$ cat config.mk
export PLATFORM = sky130hd
export DESIGN_NAME = iterative_alu_flat
export DESIGN_NICKNAME = d
export VERILOG_FILES = /design/src/rtl/iterative_alu_if.sv /design/src/rtl/iterative_alu.sv /design/src/flat_wrapper.sv
export SDC_FILE = /design/constraint.sdc
export NUM_CORES = 1
export LEC_CHECK = 0
export BUFFER_PORTS_ARGS = -buffer_cell sky130_fd_sc_hd__buf_2
export CORE_UTILIZATION = 50
export CTS_BUF_LIST = sky130_fd_sc_hd__clkbuf_16
export CTS_CLUSTER_DIAMETER = 200
export DETAILED_ROUTE_END_ITERATION = 10
export PLACE_DENSITY = 0.8
export SLEW_MARGIN = 20
export SYNTH_ARGS = -nofsm -noshare
export SYNTH_HDL_FRONTEND = slang
export SYNTH_SLANG_ARGS = --single-unit
$ cat constraint.sdc
create_clock -name clk_i -period 3.7 [get_ports clk_i]
set_input_delay 0.185 -clock clk_i [delete_from_list [all_inputs] [get_ports clk_i]]
set_output_delay 0.185 -clock clk_i [all_outputs]
set_load 0.05 [all_outputs]
$ cat src/rtl/iterative_alu_if.sv
// Request/response bundle between the ID/EX stage, the iterative ALU and the hazard unit.
// The slave modport is the ALU side. The master modport is the pipeline/bench side.
interface iterative_alu_if #(
  parameter int XLEN = 32
);
  // Handshake: a request is taken on a rising edge where valid_i & ready_o & ~flush_i.
  // valid_o is a one-cycle pulse marking a new Result_o/Zero_o. There is no back-pressure
  // on the response side.
  logic            valid_i;
  logic [3:0]      ALUCtrl_i;
  logic [XLEN-1:0] OperandA_i;
  logic [XLEN-1:0] OperandB_i;
  logic            flush_i;
  logic            ready_o;
  logic            valid_o;
  logic [XLEN-1:0] Result_o;
  logic            Zero_o;
  logic            dbg_state_o;

  modport slave (
    input  valid_i, ALUCtrl_i, OperandA_i, OperandB_i, flush_i,
    output ready_o, valid_o, Result_o, Zero_o, dbg_state_o
  );

  modport master (
    output valid_i, ALUCtrl_i, OperandA_i, OperandB_i, flush_i,
    input  ready_o, valid_o, Result_o, Zero_o, dbg_state_o
  );
endinterface

$ cat src/rtl/iterative_alu.sv
// Execute-stage ALU. Logic and add/sub ops finish in one cycle. Shifts run one bit per cycle
// through a work register, and the unit is not ready while a shift is running.
module iterative_alu #(
  parameter int XLEN    = 32,
  parameter int SHAMT_W = 5
) (
  input  logic            clk_i,
  input  logic            rst_i,
  iterative_alu_if.slave  bus
);

  typedef enum logic {S_IDLE = 1'b0, S_SHIFT = 1'b1} state_t;
  typedef enum logic [1:0] {OP_SLL = 2'd0, OP_SRL = 2'd1, OP_SRA = 2'd2} shop_t;

  state_t             r_state, w_state_nxt;
  shop_t              r_op, w_op_nxt, w_op_sel;
  logic [XLEN-1:0]    r_work, w_work_nxt;
  logic [SHAMT_W-1:0] r_cnt, w_cnt_nxt;
  logic [XLEN-1:0]    r_result, w_result_nxt;
  logic               r_zero, w_zero_nxt;
  logic               r_valid, w_valid_nxt;

  logic               w_accept;
  logic               w_is_shift;
  logic [SHAMT_W-1:0] w_shamt;
  logic [XLEN-1:0]    w_single;
  logic [XLEN-1:0]    w_shifted;

  assign w_shamt  = bus.OperandB_i[SHAMT_W-1:0];
  assign w_accept = bus.valid_i & (r_state == S_IDLE) & ~bus.flush_i;

  // Single-cycle result. A shift by zero is just OperandA. Unused codes produce zero.
  always_comb begin
    w_single   = '0;
    w_is_shift = 1'b0;
    w_op_sel   = OP_SLL;
    case (bus.ALUCtrl_i)
      4'b0000: w_single = bus.OperandA_i + bus.OperandB_i;
      4'b0001: w_single = bus.OperandA_i - bus.OperandB_i;
      4'b0010: begin w_single = bus.OperandA_i; w_is_shift = 1'b1; w_op_sel = OP_SLL; end
      4'b0011: w_single = bus.OperandA_i ^ bus.OperandB_i;
      4'b0100: begin w_single = bus.OperandA_i; w_is_shift = 1'b1; w_op_sel = OP_SRL; end
      4'b0101: begin w_single = bus.OperandA_i; w_is_shift = 1'b1; w_op_sel = OP_SRA; end
      4'b0110: w_single = bus.OperandA_i | bus.OperandB_i;
      4'b0111: w_single = bus.OperandA_i & bus.OperandB_i;
      4'b1000: w_single = bus.OperandB_i;
      default: w_single = '0;
    endcase
  end

  always_comb begin
    w_shifted = r_work;
    case (r_op)
      OP_SLL:  w_shifted = {r_work[XLEN-2:0], 1'b0};
      OP_SRL:  w_shifted = {1'b0, r_work[XLEN-1:1]};
      OP_SRA:  w_shifted = {r_work[XLEN-1], r_work[XLEN-1:1]};
      default: w_shifted = r_work;
    endcase
  end

  always_comb begin
    w_state_nxt  = r_state;
    w_op_nxt     = r_op;
    w_work_nxt   = r_work;
    w_cnt_nxt    = r_cnt;
    w_result_nxt = r_result;
    w_zero_nxt   = r_zero;
    w_valid_nxt  = 1'b0;
    case (r_state)
      S_IDLE: begin
        if (w_accept) begin
          if (w_is_shift && (w_shamt != '0)) begin
            w_work_nxt  = bus.OperandA_i;
            w_cnt_nxt   = w_shamt;
            w_op_nxt    = w_op_sel;
            w_state_nxt = S_SHIFT;
          end else begin
            w_result_nxt = w_single;
            w_zero_nxt   = (w_single == '0);
            w_valid_nxt  = 1'b1;
          end
        end
      end
      S_SHIFT: begin
        if (bus.flush_i) begin
          w_state_nxt = S_IDLE;
        end else begin
          w_work_nxt = w_shifted;
          w_cnt_nxt  = r_cnt - SHAMT_W'(1);
          // Last step: publish the shifted value straight from the shifter output.
          if (r_cnt == SHAMT_W'(1)) begin
            w_result_nxt = w_shifted;
            w_zero_nxt   = (w_shifted == '0);
            w_valid_nxt  = 1'b1;
            w_state_nxt  = S_IDLE;
          end
        end
      end
      default: w_state_nxt = S_IDLE;
    endcase
  end

  always_ff @(posedge clk_i or posedge rst_i) begin
    if (rst_i) begin
      r_state  <= S_IDLE;
      r_op     <= OP_SLL;
      r_work   <= '0;
      r_cnt    <= '0;
      r_result <= '0;
      r_zero   <= 1'b0;
      r_valid  <= 1'b0;
    end else begin
      r_state  <= w_state_nxt;
      r_op     <= w_op_nxt;
      r_work   <= w_work_nxt;
      r_cnt    <= w_cnt_nxt;
      r_result <= w_result_nxt;
      r_zero   <= w_zero_nxt;
      r_valid  <= w_valid_nxt;
    end
  end

  assign bus.ready_o     = (r_state == S_IDLE);
  assign bus.valid_o     = r_valid;
  assign bus.Result_o    = r_result;
  assign bus.Zero_o      = r_zero;
  assign bus.dbg_state_o = r_state;

endmodule

$ cat src/flat_wrapper.sv
// flat-port wrapper written by rule: the top's interface ports become plain ports
module iterative_alu_flat 
#(
  parameter int XLEN    = 32,
  parameter int SHAMT_W = 5
)
  (clk_i, rst_i, bus_valid_i, bus_ALUCtrl_i, bus_OperandA_i, bus_OperandB_i, bus_flush_i, bus_ready_o, bus_valid_o, bus_Result_o, bus_Zero_o, bus_dbg_state_o);
  iterative_alu_if #(.XLEN(XLEN)) bus_i ();
  input  logic clk_i;
  input  logic rst_i;
  input wire logic [$bits(bus_i.valid_i)-1:0] bus_valid_i;
  input wire logic [$bits(bus_i.ALUCtrl_i)-1:0] bus_ALUCtrl_i;
  input wire logic [$bits(bus_i.OperandA_i)-1:0] bus_OperandA_i;
  input wire logic [$bits(bus_i.OperandB_i)-1:0] bus_OperandB_i;
  input wire logic [$bits(bus_i.flush_i)-1:0] bus_flush_i;
  output wire logic [$bits(bus_i.ready_o)-1:0] bus_ready_o;
  output wire logic [$bits(bus_i.valid_o)-1:0] bus_valid_o;
  output wire logic [$bits(bus_i.Result_o)-1:0] bus_Result_o;
  output wire logic [$bits(bus_i.Zero_o)-1:0] bus_Zero_o;
  output wire logic [$bits(bus_i.dbg_state_o)-1:0] bus_dbg_state_o;
  assign bus_i.valid_i = bus_valid_i;
  assign bus_i.ALUCtrl_i = bus_ALUCtrl_i;
  assign bus_i.OperandA_i = bus_OperandA_i;
  assign bus_i.OperandB_i = bus_OperandB_i;
  assign bus_i.flush_i = bus_flush_i;
  assign bus_ready_o = bus_i.ready_o;
  assign bus_valid_o = bus_i.valid_o;
  assign bus_Result_o = bus_i.Result_o;
  assign bus_Zero_o = bus_i.Zero_o;
  assign bus_dbg_state_o = bus_i.dbg_state_o;
  iterative_alu #(.XLEN(XLEN), .SHAMT_W(SHAMT_W)) u_core (.clk_i(clk_i), .rst_i(rst_i), .bus(bus_i));
endmodule
==> impl_metrics.ini <==
[sta]
max-slew-margin-rel_pct = 31.5
setup_tns_ns = -1.14
worstMarginPinSlew_ns = 1.03
hold_violations = 0
setup_viol = 7
fin_ws_ns = -0.280
timing.fmax_mhz = 251
rsz0062_at_grt = yes
maxSlewViolCount = 0
min_period_over_period_pct = 108
period_needed_ns = 3.98
clock_skew_ns = 0.00631

[synthesis]
yosysSeqAreaShare_pct = 20.6
synth_cells = 1221
ys_seq_elements = 74
netlist_area_sq_um = 8990
syn_area_per_cell_sq_um = 7.37
yosysUniqueCellTypes = 73
synthArstFlopShare_pct = 100
synth.net_count = 1393
yosys_warnings = 0
synth_edf_count = 0
synth_top_flop_cell = dfrtp_1

[placed_design]
dp_hpwl_mm = 23.9
place_area_sq_um = 11000
port_buffers = 107
placedCellCount = 1663
globalplace.congestion = 0.960

[pwr]
irDropWorstVdd_v = 0.000307
power_density_nw_per_um2 = 366
power.total_mw = 4.29
p_leak_nw = 5.50

[cts]
h-tree-depth = 3
cts_buffers = 9
cts_root_buffer = clkbuf_16
clk_path_buf_depth = 2
numClockSinks = 74
cts_tree = done
clk_latency_ns = 0.34
path_clk_slew_ns = 0.06

[route]
post-route-drc-count = 0
wl_per_cell_microns = 18.6
drtAntennaViolNets = 0
drt_iter0_drc = 1091
viasPerCell = 6.12
wirelength_mm = 31.4
num_vias = 10300
first_pass_iters = 6

[layout]
fin_area_sq_um = 11700
stdcell_count = 1688
utilization_pct = 67.4
mostFrequentLayoutCells = buf_4 (182), o21ai_0 (154), nand2_1 (142)
syn_to_final_growth_pct = 30.4
n_fill_cell = 1479
nets = 1631
final_layout_size_suffix_gt1_share_pct = 28.5
layout_commonest_cell = buf_4

[floorplanning]
die_y_microns = 136
initial_core_util_pct = 51.6
ioPinCount = 108
die-area_sq_um = 18500
num_rows = 48
dieWidth_microns = 136
coreArea_sq_um = 17400

[critical_path]
path_class = primary input to flip-flop
r2r-start = u_core.r_op[1]
path_cells = buf_6 -> or4_4 -> or3_4 -> nor2_4 -> nand2_2 -> o41ai_4 -> xnor2_1 -> ha_1 -> nand2_1 -> o21ai_1 -> nand3_1 -> nand2_2 -> a31oi_4 -> buf_6 -> buf_4 -> o31ai_4 -> a21oi_2 -> or4_1 -> a21oi_2 -> nor2_1 -> a31o_1
crit_family = simple AND/OR/NAND/NOR gates
cp.required_ns = 3.93
start_kind = primary input
rr_endpoint = u_core.bus.Zero_o
cp_slowest_cell = or4_4
crit_fanout = 3
rrSetupSlack_ns = 0.81
cp.depth = 21
cp.arrival_ns = 4.21
max_stage_delay_ns = 0.55
crit_path_end_kind = flip-flop
critPathBufInv = 3
r2r_cells = 8

[job]
cap_violations = 0

[status]
status = finished with violations
violations = setup timing

[worst_hold_path]
hold_path_end = u_core.r_work[19]
hp-start = bus_OperandA_i[19]
min_path_type = primary input to flip-flop
hold_depth = 3

[grt]
grt_max_degree = 78
antenna_found_initial = 1
grt_pass1_wl_mm = 48.5
gr-total-overflow = 0
grt_pass1_vias = 9403
grt_use_total_pct = 33.6
-- worst reg2reg max path, cell delays in order, from the launching register on --
cell and delay (ns):
dfrtp_2 1.00, nand2b_1 0.16, o211ai_1 0.13, o21ai_0 0.19, or4_1 0.62, nor4_1 0.29
nand4_1 0.14, o21ai_0 0.19, a31o_1 0.12
-- synth_stat cells (all sizes together) (6+ instances only) --
library cell | instances | area share, %
dfrtp | 74 | 21
nand2 | 145 | 6.1
mux2 | 11 | 1.4
a221oi | 14 | 1.4
nand3 | 16 | 0.95
nor3b | 7 | 0.58
ha | 99 | 14
o211ai | 32 | 2.7
xor2 | 9 | 0.88
clkbuf | 47 | 2.0
buf | 23 | 1.3
or4 | 8 | 0.67
or2 | 15 | 1.0
mux2i | 23 | 2.6
nor3 | 16 | 0.89
a21oi | 72 | 4.0
nor2 | 87 | 3.7
o21ai | 172 | 9.6
nand2b | 22 | 1.5
nand3b | 9 | 0.79
and2 | 6 | 0.42
a22oi | 21 | 1.8
a211oi | 6 | 0.50
a21o | 9 | 0.75
o21a | 7 | 0.58
xnor2 | 40 | 3.9
nor4 | 11 | 0.77
o31ai | 24 | 2.0
inv | 93 | 3.9
nand4 | 14 | 0.97
a31oi | 9 | 0.63
o22ai | 7 | 0.49
-- area by class of cell --
type	count	area, sq um	share of cell area [%]
flip-flops and latches	74	1850	15.8
diodes	1	2.50	0.0213
well taps	225	282	2.40
clock buffers	9	225	1.92
multi-input cells	984	6960	59.3
inverters	93	349	2.98
clock inverters	5	48.8	0.416
repair buffers	297	2020	17.2
-- timing repair --
item / 4_1_cts / 5_1_grt
buffers inserted: 1 / 9
hold endpoints to repair: 17 / 0
hold buffers: 1 / 0
setup endpoints to repair: 13 / 14
gates resized for setup: 29 / 56
pin swaps: 8 / 27
-- per-stage QoR --
step | hold WS (ns) | setup WS, ns
2_1_floorplan | 0.360 | -0.571
3_3_place_gp | 0.191 | -0.645
3_5_place_dp | 0.190 | -0.768
4_1_cts | 0.201 | -0.187
5_1_grt | 0.241 | -0.490
6_report | 0.215 | -0.280
-- cell families after synthesis --
family	Yosys count	synth area share, %
xor gates and xnor gates	49	4.77
and+or+nand+nor	377	20.1
buffers and inverters	163	7.12
adders and majority gates	100	14.0
muxes	34	3.94
AOI/OAI and AO/OA	424	29.5
DFF	74	20.6
-- registers in the layout, indices dropped and copies added (netlist names) --
signal / flops
u_core.bus.Zero_o: 1
u_core.r_work: 32
u_core.bus.Result_o: 32
u_core.r_cnt: 5
u_core.r_op: 2
u_core.bus.valid_o: 1
u_core.bus.dbg_state_o: 1
-- report_power, final --
| group | internal (mW) | switching (mW) |
|---|---|---|
| Clock | 0.508 | 0.322 |
| Sequential | 1.02 | 0.204 |
| Combinational | 0.898 | 1.34 |
| Total | 2.42 | 1.87 |
-- layer usage --
| metal | up-vias | track usage [%] | routed length [microns] |
|---|---|---|---|
| met3 | 72 | 7.46 | 3180 |
| met1 | 4827 | 46.7 | 13500 |
| met5 | - | 0 | 0 |
| met4 | 0 | 11.5 | 818 |
| li1 | 4907 | - | - |
| met2 | 520 | 50.9 | 13900 |
-- worst max-delay path by stage --
stage                            startpoint                 to  slack, ns
after global placement     bus_ALUCtrl_i[2]  u_core.bus.Zero_o      -0.65
after detailed placement  bus_OperandB_i[7]  u_core.bus.Zero_o      -0.77
after floorplan            bus_ALUCtrl_i[2]  u_core.bus.Zero_o      -0.57
final                     bus_OperandB_i[7]  u_core.bus.Zero_o      -0.28
after CTS                 bus_OperandB_i[0]  u_core.bus.Zero_o      -0.19
after global routing      bus_OperandB_i[7]  u_core.bus.Zero_o      -0.49
Note: power is estimated with default switching activity, not from simulation.
